File: src/rtl/node_pkg.sv
// Shared types and width helpers for the time-multiplexed layer nodes.
// The NODE_RELU_EN build option is consumed by node_round_sat.
package node_pkg;

   typedef enum logic [1:0] {
      IDLE,
      MAC,
      ROUND,
      HOLD
   } node_state_t;

   // One extra bit above the accumulator so the rounding add never wraps.
   localparam int RND_EXT_BITS = 1;

   function automatic int acc_width(input int n_in, input int dw);
      return 2 * dw + $clog2(n_in) + 1;
   endfunction

   function automatic int idx_width(input int n_in);
      return (n_in > 1) ? $clog2(n_in) : 1;
   endfunction

endpackage

File: src/rtl/node_round_sat.sv
// Combinational round-half-up, arithmetic shift by FRAC and saturation to DW bits.
// With NODE_RELU_EN defined, negative results are forced to zero.
module node_round_sat
   import node_pkg::*;
#(
   parameter int ACC_W = 21,
   parameter int DW    = 8,
   parameter int FRAC  = 6
) (
   input  logic signed [ACC_W-1:0] acc,
   output logic signed [DW-1:0]    res
);

   localparam int RW = ACC_W + RND_EXT_BITS;

   localparam logic signed [RW-1:0] HALF = {{(RW-1){1'b0}}, 1'b1} << (FRAC - 1);
   localparam logic signed [RW-1:0] HI   = {{(RW-DW+1){1'b0}}, {(DW-1){1'b1}}};
   localparam logic signed [RW-1:0] LO   = {{(RW-DW+1){1'b1}}, {(DW-1){1'b0}}};

   function automatic logic signed [RW-1:0] round_shift(input logic signed [ACC_W-1:0] a);
      logic signed [RW-1:0] w;
      w = {a[ACC_W-1], a};
      w = w + HALF;
      return w >>> FRAC;
   endfunction

   function automatic logic signed [DW-1:0] saturate(input logic signed [RW-1:0] r);
`ifdef NODE_RELU_EN
      if (r < 0)
         return '0;
`endif
      if (r > HI)
         return HI[DW-1:0];
      else if (r < LO)
         return LO[DW-1:0];
      else
         return r[DW-1:0];
   endfunction

   assign res = saturate(round_shift(acc));

endmodule

File: src/rtl/node_mac_seq.sv
// Time-multiplexed fully-connected neuron: one signed product per cycle into a
// widened accumulator, then round/shift/saturate (ReLU when NODE_RELU_EN is defined).
module node_mac_seq
   import node_pkg::*;
#(
   parameter int N_IN = 10,
   parameter int DW   = 8,
   parameter int FRAC = 6
) (
   input  logic                 clk,
   input  logic                 reset,
   input  logic                 in_valid,
   output logic                 in_ready,
   input  logic [N_IN*DW-1:0]   a_flat,
   input  logic [N_IN*DW-1:0]   w_flat,
   input  logic [2*DW-1:0]      bias,
   output logic                 out_valid,
   input  logic                 out_ready,
   output logic signed [DW-1:0] n_out
);

   localparam int PW    = 2 * DW;
   localparam int ACC_W = acc_width(N_IN, DW);
   localparam int IDX_W = idx_width(N_IN);

   node_state_t state, state_nx;

   logic [N_IN*DW-1:0]      a_loc, w_loc;
   logic signed [ACC_W-1:0] acc;
   logic [IDX_W-1:0]        idx;
   logic signed [DW-1:0]    a_sel, w_sel, res;
   logic signed [PW-1:0]    prod;
   logic                    last;

   assign a_sel    = a_loc[idx*DW +: DW];
   assign w_sel    = w_loc[idx*DW +: DW];
   assign prod     = a_sel * w_sel;
   assign last     = (idx == IDX_W'(N_IN - 1));
   assign in_ready = (state == IDLE);

   always_ff @(posedge clk) begin
      if (reset)
         state <= IDLE;
      else
         state <= state_nx;
   end

   always_comb begin
      state_nx = state;
      case (state)
         IDLE:    if (in_valid)  state_nx = MAC;
         MAC:     if (last)      state_nx = ROUND;
         ROUND:                  state_nx = HOLD;
         HOLD:    if (out_ready) state_nx = IDLE;
         default:                state_nx = IDLE;
      endcase
   end

   // Operand capture, accumulate, and output register; all cleared by reset
   // so an aborted vector leaves no residue.
   always_ff @(posedge clk) begin
      if (reset) begin
         a_loc     <= '0;
         w_loc     <= '0;
         acc       <= '0;
         idx       <= '0;
         n_out     <= '0;
         out_valid <= 1'b0;
      end else begin
         case (state)
            IDLE: begin
               if (in_valid) begin
                  a_loc <= a_flat;
                  w_loc <= w_flat;
                  acc   <= {{(ACC_W-PW){bias[PW-1]}}, bias};
                  idx   <= '0;
               end
            end
            MAC: begin
               acc <= acc + {{(ACC_W-PW){prod[PW-1]}}, prod};
               idx <= last ? '0 : idx + 1'b1;
            end
            ROUND: begin
               n_out     <= res;
               out_valid <= 1'b1;
            end
            HOLD: begin
               if (out_ready)
                  out_valid <= 1'b0;
            end
            default: ;
         endcase
      end
   end

   node_round_sat #(
      .ACC_W (ACC_W),
      .DW    (DW),
      .FRAC  (FRAC)
   ) u_round_sat (
      .acc (acc),
      .res (res)
   );

endmodule

File: config.mk
export PLATFORM = sky130hd
export DESIGN_NAME = node_mac_seq
export DESIGN_NICKNAME = d
export VERILOG_FILES = /design/src/rtl/node_pkg.sv /design/src/rtl/node_round_sat.sv /design/src/rtl/node_mac_seq.sv
export SDC_FILE = /design/constraint.sdc
export NUM_CORES = 1
export LEC_CHECK = 0
export BUFFER_PORTS_ARGS = -buffer_cell sky130_fd_sc_hd__buf_2
export CAP_MARGIN = 20
export CORE_MARGIN = 2
export CORE_UTILIZATION = 45
export CTS_CLUSTER_DIAMETER = 120
export DETAILED_ROUTE_END_ITERATION = 10
export GPL_TIMING_DRIVEN = 1
export PLACE_DENSITY_LB_ADDON = 0.12
export SETUP_SLACK_MARGIN = 0.5
export SYNTH_ARGS = -nofsm -noshare
export SYNTH_HDL_FRONTEND = slang
export SYNTH_SLANG_ARGS = --single-unit
File: constraint.sdc
create_clock -name clk -period 16.6 [get_ports clk]
set_clock_uncertainty 0.2 [all_clocks]
set_input_delay 3.32 -clock clk [delete_from_list [all_inputs] [get_ports clk]]
set_output_delay 3.32 -clock clk [all_outputs]
set_load 0.02 [all_outputs]
Word level (Yosys, flattened, before mapping)
Cells that the tools add are included.
{"block": "op_classes", "addsub": 3, "mul": 1, "order_cmp": 2, "eq_ne": 7, "n_shift": 2, "n_mux": 13, "n_reduce_logical": 7}
{"cell": "80-bit by 8-bit indexed part select with 8-bit output", "n": 2}
{"cell": "21-bit case mux with 2 select lines", "n": 1}
{"cell": "21-bit by 7-bit adder with 22-bit output (second input constant)", "n": 1}
{"cell": "21-bit adder", "n": 1}
{"cell": "21-bit two-way mux", "n": 1}
{"cell": "16-bit by 8-bit > comparator with 1-bit output (second input constant)", "n": 1}
{"cell": "16-bit by 8-bit less-than comparator with 1-bit output (second input constant)", "n": 1}
{"cell": "8-bit by 8-bit multiplier with 16-bit output", "n": 1}
{"cell": "8-bit two-way mux", "n": 2}
{"cell": "4-bit two-way mux", "n": 2}
{"cell": "2-bit case mux with 4 select lines", "n": 1}
{"cell": "4-bit case mux with 2 select lines", "n": 1}
{"cell": "2-bit two-way mux", "n": 3}
{"cell": "2-bit != test (second input constant)", "n": 3}
{"cell": "2-bit AND reduction", "n": 3}
{"cell": "4-bit by 1-bit adder with 4-bit output (second input constant)", "n": 1}
{"cell": "2-bit equality test (second input constant)", "n": 2}
{"cell": "4-bit equality test (second input constant)", "n": 1}
{"cell": "2-bit nonzero test", "n": 2}
{"cell": "3-bit AND reduction", "n": 1}
{"cell": "2-bit by 1-bit equality test with 1-bit output (second input constant)", "n": 1}
{"cell": "2-bit zero test", "n": 1}
{"cell": "1-bit case mux with 2 select lines", "n": 1}
{"cell": "1-bit two-way mux", "n": 1}
{"block": "word_totals", "ff_bits": 196, "word_cells": 42}

Longest topological paths before layout
{"block": "logic_depth", "depth_word": 4, "depth_mapped": 33, "ltp_nobuf": 30}

Modules after synthesis
Synthesis repeated with hierarchy kept, for this count alone.
{"block": "unflattened", "hier_cells": 1462, "hier_area_um2": 12233.0}
{"module": "node_mac_seq", "n_inst": 1, "cells_each": 1394, "area_per_inst_um2": 11753.8}
{"module": "node_round_sat", "n_inst": 1, "cells_each": 68, "area_per_inst_um2": 479.2}

Worst setup path before layout
OpenSTA, ideal clock, no wires.
{"block": "synth_timing", "path_kind": "reg2reg", "startpoint": "register idx[0]", "endpoint": "register acc[18]", "setup_time_ns": 0.134, "t_arrival_ns": 6.800, "required_time_ns": 16.266, "setup_slack_ns": 9.466, "path_stages_with_launch": 28, "path_buffers": 2, "period_less_slack_ns": 7.134, "cell_sequence": "dfxtp_1 -> buf_2 -> buf_2 -> mux4_2 -> mux2i_1 -> o22a_1 -> or2_2 -> inv_1 -> fa_1 -> inv_1 -> fa_1 -> inv_1 -> fa_1 -> inv_1 -> fa_1 -> inv_1 -> ha_1 -> and3_1 -> a21oi_1 -> a31oi_1 -> xnor2_1 -> ha_1 -> and2_1 -> o21ai_0 -> o21ai_1 -> or3_1 -> a31oi_1 -> a211oi_1"}
{"block": "synth_between", "elab_chain_cells": 4, "word_cells_on_any_way": 5, "classes_between": "1 x add/sub; 1 x mul; 2 x shift; 1 x mux"}
{"element": "start, declared", "line_no": "node_mac_seq.sv:30", "source": "logic [IDX_W-1:0] idx;"}
{"element": "start signal, assigned", "line_no": "node_mac_seq.sv:81", "source": "idx <= last ? '0 : idx + 1'b1;"}
{"element": "80-bit by 8-bit indexed part select with 8-bit output, on equally long branches", "line_no": "node_mac_seq.sv:35, node_mac_seq.sv:36"}
{"element": "8-bit by 8-bit multiplier with 16-bit output *", "line_no": "node_mac_seq.sv:37", "source": "assign prod = a_sel * w_sel;"}
{"element": "21-bit adder *", "line_no": "node_mac_seq.sv:80", "source": "acc <= acc + {{(ACC_W-PW){prod[PW-1]}}, prod};"}
{"element": "21-bit case mux with 2 select lines *", "line_no": "node_mac_seq.sv:70", "source": "case (state)"}
{"element": "end signal, assigned", "line_no": "node_mac_seq.sv:75", "source": "acc <= {{(ACC_W-PW){bias[PW-1]}}, bias};"}
{"element": "end signal, assigned", "line_no": "node_mac_seq.sv:80"}
{"element": "end, declared", "line_no": "node_mac_seq.sv:29", "source": "logic signed [ACC_W-1:0] acc;"}
Mark *: on every way between the ends. The rest lies on a longest branch, timed or not.
A chain may end at the register's enable or synchronous reset.

Final worst setup path
Ends and elaborated chain as after synthesis.

==> summary.md <==
| Metric | Value |
|---|---|
| Setup repair after global routing missed its margin | `false` |
| Initial drt markers | `724` |
| Initial antenna violation count | `0` |
| Ratio of cells with drive above 1 in the final layout | `18.5%` |
| Hold Path Cell Cnt | `2` |
| Max_slew headroom | `27.9%` |
| Arrival @ worst endpoint | `between 8 and 9 ns` |
| Most common cell in the synthesized netlist | `nand2_1` |
| Register area share after synthesis | `32.4%` |
| Worst Setup End Kind | `register` |
| Status | `complete, no violations` |
| RePlAce Congestion | `0.886` |
| Initial Util | `45.3%` |
| Hold Violations, Final | `0` |
| Synth Register Bits | `196` |
| Met1 WL | `15,200 µm` |
| Post-synth top area share | `32.4%` |
| Post-CTS Setup Inserts | `0` |
| Routed wl met2 | `approximately 14,000 µm` |
| Setup TNS Final | `0 ns` |
| Hold path start | `w_loc[61]$_SDFFE_PP0P_` |
| Top layer used by detailed routing | `met4` |
| Yosys top cell by area | `dfxtp_1` |
| Chip height | `168 µm` |
| Top cells by area, synth | `dfxtp_1 32%, nand2_1 11%, fa_1 9.3%` |
| Worst-Margin Slew | `1.08 ns` |
| All-layer global routing usage | `roughly 22%` |
| Final Setup Violations | `0` |
| Worst hold endpoint | `w_loc[61]$_SDFFE_PP0P_` |
| Main flop type after synthesis | `dfxtp_1` |
| Tcrit/Tclk final | `49.2%` |
| PortBufs | `189` |
| Max FO, Critical Path | `53` |
| Clock Sinks | `between 150 and 200` |
| Post-synth EDFFs | `0` |
| Synthesis warning total | `0` |
| Cell variety after synth | `62` |
| Post-route ant nets | `0` |
| H-tree Lvls | `4` |
| Vias in the first global route | `between 9,000 and 10,000` |
| Antenna cells | `0` |
| Avg WL per Cell | `16.2 µm` |
| PostCTS Resize Cnt | `0` |
| Max-cap violations | `0` |
| Layout fillers | `2,639` |
| Clock buffer depth | `2` |
| Num rows | `60` |
| Top post-synthesis cells by count | `347 x nand2_1, 196 x dfxtp_1, 194 x a21oi_1` |
| Cell count after synthesis | `roughly 1,500` |
| Reg2reg end | `acc[18]$_SDFFE_PP0P_` |
| Area Growth Syn to Fin | `14.7%` |
| Largest net degree at the start of global routing | `between 100 and 150` |
| Syn avg cell area | `about 8.4 µm²` |
| Worst Setup Start Kind | `register` |
| Post-layout net count | `1,879` |
| Io pins | `190` |
| Met3 WL | `between 1000 and 1500 µm` |
| Max Freq | `0.122 GHz` |
| Synth async-reset ratio | `0%` |
| PnR worst setup slack | `~8.4 ns` |
| Total grt overflow | `0` |
| Die area | `roughly 28,000 µm²` |
| Crit path from | `idx[0]$_SDFFE_PP0P_` |
| Hold-fix buffers, CTS | `0` |
| Syn_nets | `roughly 1,700` |
| Reg2Reg Setup Slack | `8.44 ns` |
| Core ar. | `26,700 µm²` |
| Util after Layout | `52.0%` |
| Final HPWL DP | `22,800 µm` |
| Reg-to-Reg Start | `idx[0]$_SDFFE_PP0P_` |
| 1st-pass router iterations | `5` |
| Die width | `~170 µm` |
| Peak VDD IR | `69.3 µV` |
| Reg2Reg Depth | `26` |
| Leak | `slightly below 6 nW` |
| Critical Path RT | `16.68 ns` |
| Max Slew Vio Count | `0` |
| Worst skew pair latency | `0.45 ns` |
| Worst setup path class | `reg -> reg` |
| CTS Buf Count | `17` |
| First-pass GRT wire length | `50,800 µm` |
| Worst hold path type | `reg -> reg` |
| CTS clock-pin slew for the worst setup and hold paths | `0.08 ns` |
| CTS Root Buffer Type | `clkbuf_16` |
| Total wire length | `31,400 µm` |
| DP Worst Slack | `8.37 ns` |
| PD cells | `between 150 and 200 nW/µm²` |
| TritonCTS clock tree | `built` |
| Drc violations | `0` |
| Via/cell ratio | `5.30` |
| Final Critical Period | `8.16 ns` |
| Vias | `10,276` |
| Synthesized cell area | `about 12,000 µm²` |
==> power breakdown <==
part	internal (mW)	leakage (nW)	switching, mW
clock	0.216	0.312	0.241
combinational	0.428	3.99	0.631
sequential	0.581	1.61	0.0929
total	1.23	5.91	0.965
==> layer usage <==
layer | up-vias | GRT usage (%)
li1 | 5153 | -
met1 | 4854 | 32.8
met2 | 246 | 35.6
met3 | 23 | 2.96
met4 | 0 | 4.01
met5 | - | 0
==> layout make-up <==
| type | instances | area, µm² | area share (%) |
|---|---|---|---|
| Inverter | 108 | 405 | 2.92 |
| Multi-Input combinational cell | 1066 | 7490 | 53.9 |
| Clock inverter | 15 | 219 | 1.58 |
| Tap cell | 341 | 427 | 3.07 |
| Clock buffer | 17 | 425 | 3.06 |
| Sequential cell | 196 | 3930 | 28.3 |
| Timing Repair Buffer | 196 | 1000 | 7.23 |
==> registers in the layout, indices dropped and copies added, names as in the netlist <==
name / cells
a_loc: 80
w_loc: 80
acc: 21
n_out: 8
idx: 4
state: 2
out_valid: 1
==> how the worst max path moves through the flow <==
stage	endpoint	slack [ns]	depth (start not counted)
4_1_cts	acc[18]$_SDFFE_PP0P_	8.35	26
3_3_place_gp	acc[18]$_SDFFE_PP0P_	8.58	26
5_1_grt	acc[18]$_SDFFE_PP0P_	7.88	26
6_report	acc[18]$_SDFFE_PP0P_	8.44	26
3_5_place_dp	acc[18]$_SDFFE_PP0P_	8.37	26
2_1_floorplan	acc[18]$_SDFFE_PP0P_	9.47	27
==> critical path: stages (launching register included) <==
cell	delay, ns
dfxtp_4	0.34
buf_4	0.72
mux4_2	0.63
mux2i_1	0.17
o22a_1	0.34
or2_2	0.23
inv_1	0.06
fa_1	0.56
inv_1	0.14
fa_1	0.57
inv_1	0.06
fa_1	0.52
inv_1	0.05
fa_1	0.52
inv_1	0.04
ha_1	0.33
and3_1	0.18
a21oi_1	0.16
a31oi_1	0.15
xnor2_1	0.59
ha_1	0.39
and2_1	0.17
o21ai_0	0.13
o21ai_1	0.12
or3_1	0.32
a31oi_1	0.17
a211oi_1	0.06
==> metrics by stage <==
| step | area [µm²] | power, mW | hold WS, ns | instances |
|---|---|---|---|---|
| CTS | 13900 | 2.21 | 0.255 | 1939 |
| global route | 13900 | 2.38 | 0.270 | 1939 |
| detailed placement | 13300 | 1.75 | 0.243 | 1907 |
| floorplan | 12100 | 1.49 | 0.233 | 1451 |
| finish | 13900 | 2.19 | 0.255 | 1939 |
| global placement | 13300 | 1.73 | 0.239 | 1907 |
==> cell families after synthesis <==
family          share of synthesized area (%)
xor+xnor                                 2.82
mux                                      9.58
fa+ha+maj                                15.2
compound gates                           15.8
buf+inv                                  5.97
flops                                    32.4
simple gates                             18.2
==> cells in the final DEF (no fill, tap or decap), types with 7 or more instances in the layout <==
master	instances
clkbuf_16	17
buf_4	7
o21bai_1	7
nand2b_1	9
inv_1	107
nor2b_1	7
o21ai_0	11
or3_1	7
nand2_1	346
nand3_1	10
or2_2	11
buf_2	188
o22a_1	16
o21a_1	8
a211oi_1	22
xnor2_1	33
a21oi_1	194
nor2_1	91
mux2i_1	44
nor3_1	14
ha_1	58
dfxtp_1	194
o211ai_1	8
mux4_2	32
fa_1	56
Note: power is estimated with default switching activity, not from simulation.
